### src/rtl/csr_cpuif_arbiter.sv
// Round-robin arbiter sharing one CSR cpuif port between two upstream requesters.
// Optional watchdog with a DRAIN state is enabled by defining I3C_CSR_ARB_TIMEOUT_EN.
module csr_cpuif_arbiter #(
    parameter int unsigned CsrAddrWidth  = 12,
    parameter int unsigned CsrDataWidth  = 32,
    parameter int unsigned TimeoutCycles = 255
) (
    input  logic                      clk_i,
    input  logic                      rst_ni,
    input  logic [1:0]                req_i,
    input  logic [1:0]                req_is_wr_i,
    input  logic [2*CsrAddrWidth-1:0] req_addr_i,
    input  logic [2*CsrDataWidth-1:0] req_wr_data_i,
    input  logic [2*CsrDataWidth-1:0] req_wr_biten_i,
    output logic [1:0]                req_stall_o,
    output logic [1:0]                req_ack_o,
    output logic [1:0]                req_err_o,
    output logic [CsrDataWidth-1:0]   req_rd_data_o,
    output logic                      s_cpuif_req,
    output logic                      s_cpuif_req_is_wr,
    output logic [CsrAddrWidth-1:0]   s_cpuif_addr,
    output logic [CsrDataWidth-1:0]   s_cpuif_wr_data,
    output logic [CsrDataWidth-1:0]   s_cpuif_wr_biten,
    input  logic                      s_cpuif_req_stall_wr,
    input  logic                      s_cpuif_req_stall_rd,
    input  logic                      s_cpuif_rd_ack,
    input  logic                      s_cpuif_rd_err,
    input  logic                      s_cpuif_wr_ack,
    input  logic                      s_cpuif_wr_err,
    input  logic [CsrDataWidth-1:0]   s_cpuif_rd_data
);

    typedef enum logic [1:0] {
        ST_IDLE  = 2'd0,
        ST_ISSUE = 2'd1,
        ST_WAIT  = 2'd2
`ifdef I3C_CSR_ARB_TIMEOUT_EN
        , ST_DRAIN = 2'd3
`endif
    } state_e;

    state_e                  state_q, state_d;
    logic                    grant_q, grant_d;
    logic                    prio_q, prio_d;
    logic                    is_wr_q, is_wr_d;
    logic [CsrAddrWidth-1:0] addr_q, addr_d;
    logic [CsrDataWidth-1:0] wr_data_q, wr_data_d;
    logic [CsrDataWidth-1:0] wr_biten_q, wr_biten_d;

    logic       win_idx;
    logic       accept_en;
    logic [1:0] accept;
    logic       ds_stall;
    logic       ds_ack;
    logic       ds_err;
    logic       done;
    logic       timeout;

    // A lone requester wins; a tie goes to prio. Nothing is accepted while in reset.
    always_comb begin
        win_idx   = (req_i == 2'b11) ? prio_q : req_i[1];
        accept_en = rst_ni && (state_q == ST_IDLE) && (|req_i);
        accept    = accept_en ? (2'b01 << win_idx) : 2'b00;
        ds_stall  = is_wr_q ? s_cpuif_req_stall_wr : s_cpuif_req_stall_rd;
        ds_ack    = s_cpuif_rd_ack | s_cpuif_wr_ack;
        ds_err    = (s_cpuif_rd_ack & s_cpuif_rd_err) | (s_cpuif_wr_ack & s_cpuif_wr_err);
        done      = ((state_q == ST_ISSUE) && !ds_stall && ds_ack) ||
                    ((state_q == ST_WAIT) && ds_ack);
    end

`ifdef I3C_CSR_ARB_TIMEOUT_EN
    logic [7:0] cnt_q, cnt_d;

    // A real ack in the same cycle takes precedence over the watchdog.
    assign timeout = ((state_q == ST_ISSUE) || (state_q == ST_WAIT)) && !done &&
                     (cnt_q == 8'(TimeoutCycles));
`else
    logic unused_timeout_cfg;

    assign timeout            = 1'b0;
    assign unused_timeout_cfg = ^32'(TimeoutCycles);
`endif

    always_ff @(posedge clk_i or negedge rst_ni) begin
        if (!rst_ni) begin
            state_q    <= ST_IDLE;
            grant_q    <= 1'b0;
            prio_q     <= 1'b0;
            is_wr_q    <= 1'b0;
            addr_q     <= '0;
            wr_data_q  <= '0;
            wr_biten_q <= '0;
`ifdef I3C_CSR_ARB_TIMEOUT_EN
            cnt_q      <= 8'd0;
`endif
        end else begin
            state_q    <= state_d;
            grant_q    <= grant_d;
            prio_q     <= prio_d;
            is_wr_q    <= is_wr_d;
            addr_q     <= addr_d;
            wr_data_q  <= wr_data_d;
            wr_biten_q <= wr_biten_d;
`ifdef I3C_CSR_ARB_TIMEOUT_EN
            cnt_q      <= cnt_d;
`endif
        end
    end

    always_comb begin
        state_d    = state_q;
        grant_d    = grant_q;
        prio_d     = prio_q;
        is_wr_d    = is_wr_q;
        addr_d     = addr_q;
        wr_data_d  = wr_data_q;
        wr_biten_d = wr_biten_q;
`ifdef I3C_CSR_ARB_TIMEOUT_EN
        cnt_d      = cnt_q;
`endif
        unique case (state_q)
            ST_IDLE: begin
                if (accept_en) begin
                    grant_d    = win_idx;
                    is_wr_d    = req_is_wr_i[win_idx];
                    addr_d     = win_idx ? req_addr_i[2*CsrAddrWidth-1:CsrAddrWidth]
                                         : req_addr_i[CsrAddrWidth-1:0];
                    wr_data_d  = win_idx ? req_wr_data_i[2*CsrDataWidth-1:CsrDataWidth]
                                         : req_wr_data_i[CsrDataWidth-1:0];
                    wr_biten_d = win_idx ? req_wr_biten_i[2*CsrDataWidth-1:CsrDataWidth]
                                         : req_wr_biten_i[CsrDataWidth-1:0];
                    state_d    = ST_ISSUE;
`ifdef I3C_CSR_ARB_TIMEOUT_EN
                    cnt_d      = 8'd0;
`endif
                end
            end
            ST_ISSUE: if (!ds_stall) state_d = ST_WAIT;
            ST_WAIT:  state_d = ST_WAIT;
`ifdef I3C_CSR_ARB_TIMEOUT_EN
            // Swallow the late ack of an abandoned access.
            ST_DRAIN: if (ds_ack) state_d = ST_IDLE;
`endif
            default:  state_d = ST_IDLE;
        endcase
        if (done) begin
            state_d = ST_IDLE;
            prio_d  = ~grant_q;
        end
`ifdef I3C_CSR_ARB_TIMEOUT_EN
        if ((state_q == ST_ISSUE) || (state_q == ST_WAIT)) cnt_d = cnt_q + 8'd1;
        if (timeout) begin
            prio_d  = ~grant_q;
            state_d = (state_q == ST_WAIT) ? ST_DRAIN : ST_IDLE;
        end
`endif
    end

    always_comb begin
        req_stall_o       = req_i & ~accept;
        req_ack_o         = 2'b00;
        req_err_o         = 2'b00;
        req_rd_data_o     = '0;
        s_cpuif_req       = (state_q == ST_ISSUE) && !timeout;
        s_cpuif_req_is_wr = 1'b0;
        s_cpuif_addr      = '0;
        s_cpuif_wr_data   = '0;
        s_cpuif_wr_biten  = '0;
        if (s_cpuif_req) begin
            s_cpuif_req_is_wr = is_wr_q;
            s_cpuif_addr      = addr_q;
            s_cpuif_wr_data   = wr_data_q;
            s_cpuif_wr_biten  = wr_biten_q;
        end
        if (done) begin
            req_ack_o[grant_q] = 1'b1;
            req_err_o[grant_q] = ds_err;
            if (s_cpuif_rd_ack) req_rd_data_o = s_cpuif_rd_data;
        end
        if (timeout) begin
            req_ack_o[grant_q] = 1'b1;
            req_err_o[grant_q] = 1'b1;
        end
    end

endmodule

### config.mk
export PLATFORM = sky130hd
export DESIGN_NAME = csr_cpuif_arbiter
export DESIGN_NICKNAME = d
export VERILOG_FILES = /design/src/rtl/csr_cpuif_arbiter.sv
export SDC_FILE = /design/constraint.sdc
export NUM_CORES = 1
export LEC_CHECK = 0
export ABC_AREA = 0
export CAP_MARGIN = 20
export CORE_AREA = 3 3 121 123
export DETAILED_ROUTE_END_ITERATION = 12
export DIE_AREA = 0 0 124 126
export PLACE_DENSITY_LB_ADDON = 0.2
export SYNTH_ARGS = -nofsm -noshare
export SYNTH_HDL_FRONTEND = slang
export SYNTH_SLANG_ARGS = --single-unit
### constraint.sdc
create_clock -name clk_i -period 3 [get_ports clk_i]
set_input_delay 0.6 -clock clk_i [delete_from_list [all_inputs] [get_ports clk_i]]
set_output_delay 0.6 -clock clk_i [all_outputs]
set_load 0.02 [all_outputs]
==> results of run 1 <==
==> stage by stage <==
step                      setup TNS [ps]  instances  instance area [um^2]  utilization [%]  setup WS, ps
after CTS                              0        897                  7744            56.22         21.00
after detailed placement           -3262        881                  7491            54.39        -121.5
after global placement             -2513        881                  7491            54.39        -80.80
after global routing                   0        897                  7754            56.30         19.54
after floorplan                        0        414                  4213                -         555.5
final                                  0        897                  7754            56.30         151.7
==> flip-flops by register name, summed over array words and instances, names as in the netlist <==
name and count:
wr_data_q 32, prio_q 1, grant_q 1, wr_biten_q 32, addr_q 12, is_wr_q 1
state_q 2
==> area by class of cell <==
type	instances	area share, %
timing repair buffer	323	41.00
sequential	81	26.14
clock inverter	6	0.8714
tap	180	2.905
multi-input combinational	215	22.16
clock buffer	10	2.953
inverter	82	3.970
==> critical path, delay by kind of cell <==
kind | cells | cell delay (ps)
AOI/OAI and AO/OA | 1 | 210
buffers and inverters | 3 | 900
muxes | 1 | 280
and+or+nand+nor | 2 | 250
==> Yosys cell counts <==
cell type,instances,area share [%]
and2_1,110,16
inv_1,82,7.3
dfrtp_1,81,48
a222oi_1,77,18
clkbuf_1,25,2.2
buf_2,4,0.48
buf_4,4,0.71
ha_1,4,1.2
a21oi_2,3,0.62
buf_6,3,0.80
nor2b_1,3,0.45
nand3_1,2,0.24
o21ai_0,2,0.24
a21o_1,1,0.18
a22oi_1,1,0.18
a22oi_2,1,0.30
mux2_4,1,0.36
mux2i_1,1,0.24
nor2_1,1,0.089
nor2b_4,1,0.33
nor3_1,1,0.12
nor3b_1,1,0.18
o211ai_1,1,0.18
o21a_4,1,0.36
o21bai_1,1,0.18
o22ai_1,1,0.15
o31ai_1,1,0.18
==> cells by family (layout without fill, tap and decap cells) <==
| group | count (synthesis) | count (layout) |
|---|---|---|
| multiplexers | 2 | 2 |
| AO/OA/AOI/OAI | 90 | 90 |
| adder cells (fa/ha/maj) | 4 | 4 |
| buffers and inverters | 118 | 421 |
| flip-flops | 81 | 81 |
| AND/OR/NAND/NOR | 119 | 119 |
==> how the worst max path moves through the flow <==
stage,from,end,slack [ps],depth (start not counted)
after global routing,state_q[1],s_cpuif_wr_biten[31],20,5
final,s_cpuif_req_stall_rd,req_rd_data_o[3],150,7
after floorplan,state_q[1],req_err_o[1],560,6
after global placement,s_cpuif_req_stall_rd,req_rd_data_o[18],-80,7
after CTS,state_q[1],s_cpuif_wr_biten[31],20,5
after detailed placement,s_cpuif_req_stall_rd,req_rd_data_o[3],-120,7
==> where the power goes <==
group	internal [mW]	leakage (nW)	switching, mW
Combinational	1.52	2.62	1.59
Clock	0.648	0.139	0.440
Sequential	1.60	1.01	0.283
Total	3.76	3.77	2.31
==> routing by layer <==
metal,up-vias,GRT usage [%],share of wire [%],wire length (um)
li1,2072,-,-,-
met1,2149,22.63,36,5865
met2,260,35.41,51,8414
met3,27,6.556,11,1818
met4,2,6.959,2.2,369
met5,-,0,0.091,15
==> timing repair <==
item | CTS | global route
setup endpoints to repair | 35 | 38
endpoints found under the hold margin | 0 | 0
resized for setup | 35 | 3
hold buffers | 0 | 0
==> flow_metrics.env, run 1 <==
export IMPL_outcome="complete, no violations"
export IMPL_cap_violations=0
export IMPL_worstPathArrival_ps=2250
export IMPL_p_total_mw=6.068
export IMPL_r2r_slack_ps=830
export IMPL_regArea_um2=2027
export IMPL_ys_seq_area_share_pct=48.11
export IMPL_endpoint_kind="output port"
export IMPL_start_util_pct=30.59
export IMPL_grt_remaining_overflow=0
export IMPL_hold_viol=0
export IMPL_path_cells="clkdlybuf4s50_1, mux2_4, o21a_4, nor2b_4, buf_12, and2_1, dlygate4sd2_1"
export IMPL_clockRootBuffer="clkbuf_16"
export IMPL_die_h_um=126
export IMPL_cts_tree="done"
export IMPL_postCtsSetupBuffers=0
export IMPL_drc=0
export IMPL_reg2regPathDepth=7
export IMPL_crit_type="input port to output port"
export IMPL_synth_seq_cells=81
export IMPL_wl_per_cell_um=18.38
export IMPL_num_fill_cells=1228
export IMPL_ys_types=27
export IMPL_gp_congestion=0.7641
export IMPL_slew_headroom_pct=40.95
export IMPL_drt_total_wl_mm=16.48
export IMPL_first_pass_iters=9
export IMPL_drive_gt1_share_pct=5.021
export IMPL_multi_input_area_um2=1718
export IMPL_cts_sinks=81
export IMPL_diodes=0
export IMPL_leakage_nw=3.770
export IMPL_cp_required_ps=2400
export IMPL_grt_max_degree=79
export IMPL_htree_num_levels=3
export IMPL_hpwl_mm=12.09
export IMPL_ys_warn_count=0
export IMPL_synth_simple_area_share_pct=17.73
export IMPL_ant_nets=0
export IMPL_finalMaxSlewViolations=0
export IMPL_routed_via_density=5.028
export IMPL_reg2reg_to="wr_data_q[23]"
export IMPL_maxClockFrequency_mhz=351.1
export IMPL_clock_skew_ps=8.901
export IMPL_pin_count=312
export IMPL_synth_adder_area_share_pct=1.188
export IMPL_synthXorXnorAreaFrac_pct=0
export IMPL_crit_fanout=32
export IMPL_synth_top_family_by_area="compound AO/OA/AOI/OAI gates"
export IMPL_antenna_found_initial=1
export IMPL_setup_viol=0
export IMPL_critPathMaxStageDelay_ps=400
export IMPL_io_buffer_count=311
export IMPL_crit_path_top_delay_cell="clkdlybuf4s50_1"
export IMPL_drtIter0Drc=442
export IMPL_vias=4510
export IMPL_fin_nets=912
export IMPL_track_usage_pct=20.13
export IMPL_coreArea_um2=13770
export IMPL_syn_num_nets=614
export IMPL_synth_compound_area_share_pct=20.85
export IMPL_rsz0062_at_grt="false"
export IMPL_syn2layout_area_growth_pct=84.05
export IMPL_syn_inst=414
export IMPL_die_area_um2=15620
export IMPL_period_minus_slack_ps=2848
export IMPL_die_x_um=124
export IMPL_power_density_nw_per_um2=782.5
export IMPL_max_slew_worst_pin_slew_ps=885.7
export IMPL_ir_drop_uv=358.3
export IMPL_cts_made_buffers=9
export IMPL_grt_pass1_vias=4544
export IMPL_hold_ws_ps=59.98
export IMPL_syn_cell_area_um2=4213
export IMPL_cts_buffer_depth=2
export IMPL_hold_class="input port to asynchronous set/reset pin"
export IMPL_clkSlewWorstSetupHoldPaths_ps=60
export IMPL_fin_crit_sh_pct=94.94
export IMPL_grt_pass1_wl_mm=24.52
export IMPL_clk_insertion_delay_late_ps=330
export IMPL_syn_area_per_cell_um2=10.18
export IMPL_muxShareOfSynthArea_pct=0.5940
export IMPL_cp_start_kind="input port"
export IMPL_num_rows=43
export IMPL_worstReg2RegStart="state_q[1]"
export IMPL_final_cell_mix="274 x clkdlybuf4s50_1, 110 x and2_1, 82 x inv_1, 81 x dfrtp_1, 77 x a222oi_1"
export IMPL_layout_commonest_cell="clkdlybuf4s50_1"
Power figures use the tool's default switching activity.
==> run 2, diff against run 1 <==
--- a/config.mk
+++ b/config.mk
@@ -14,3 +14,4 @@
 export SYNTH_ARGS = -nofsm -noshare
 export SYNTH_HDL_FRONTEND = slang
 export SYNTH_SLANG_ARGS = --single-unit
+export TNS_END_PERCENT = 5
==> results of run 2 <==
Final layout, timing and power as in run 1 (identical DEF).
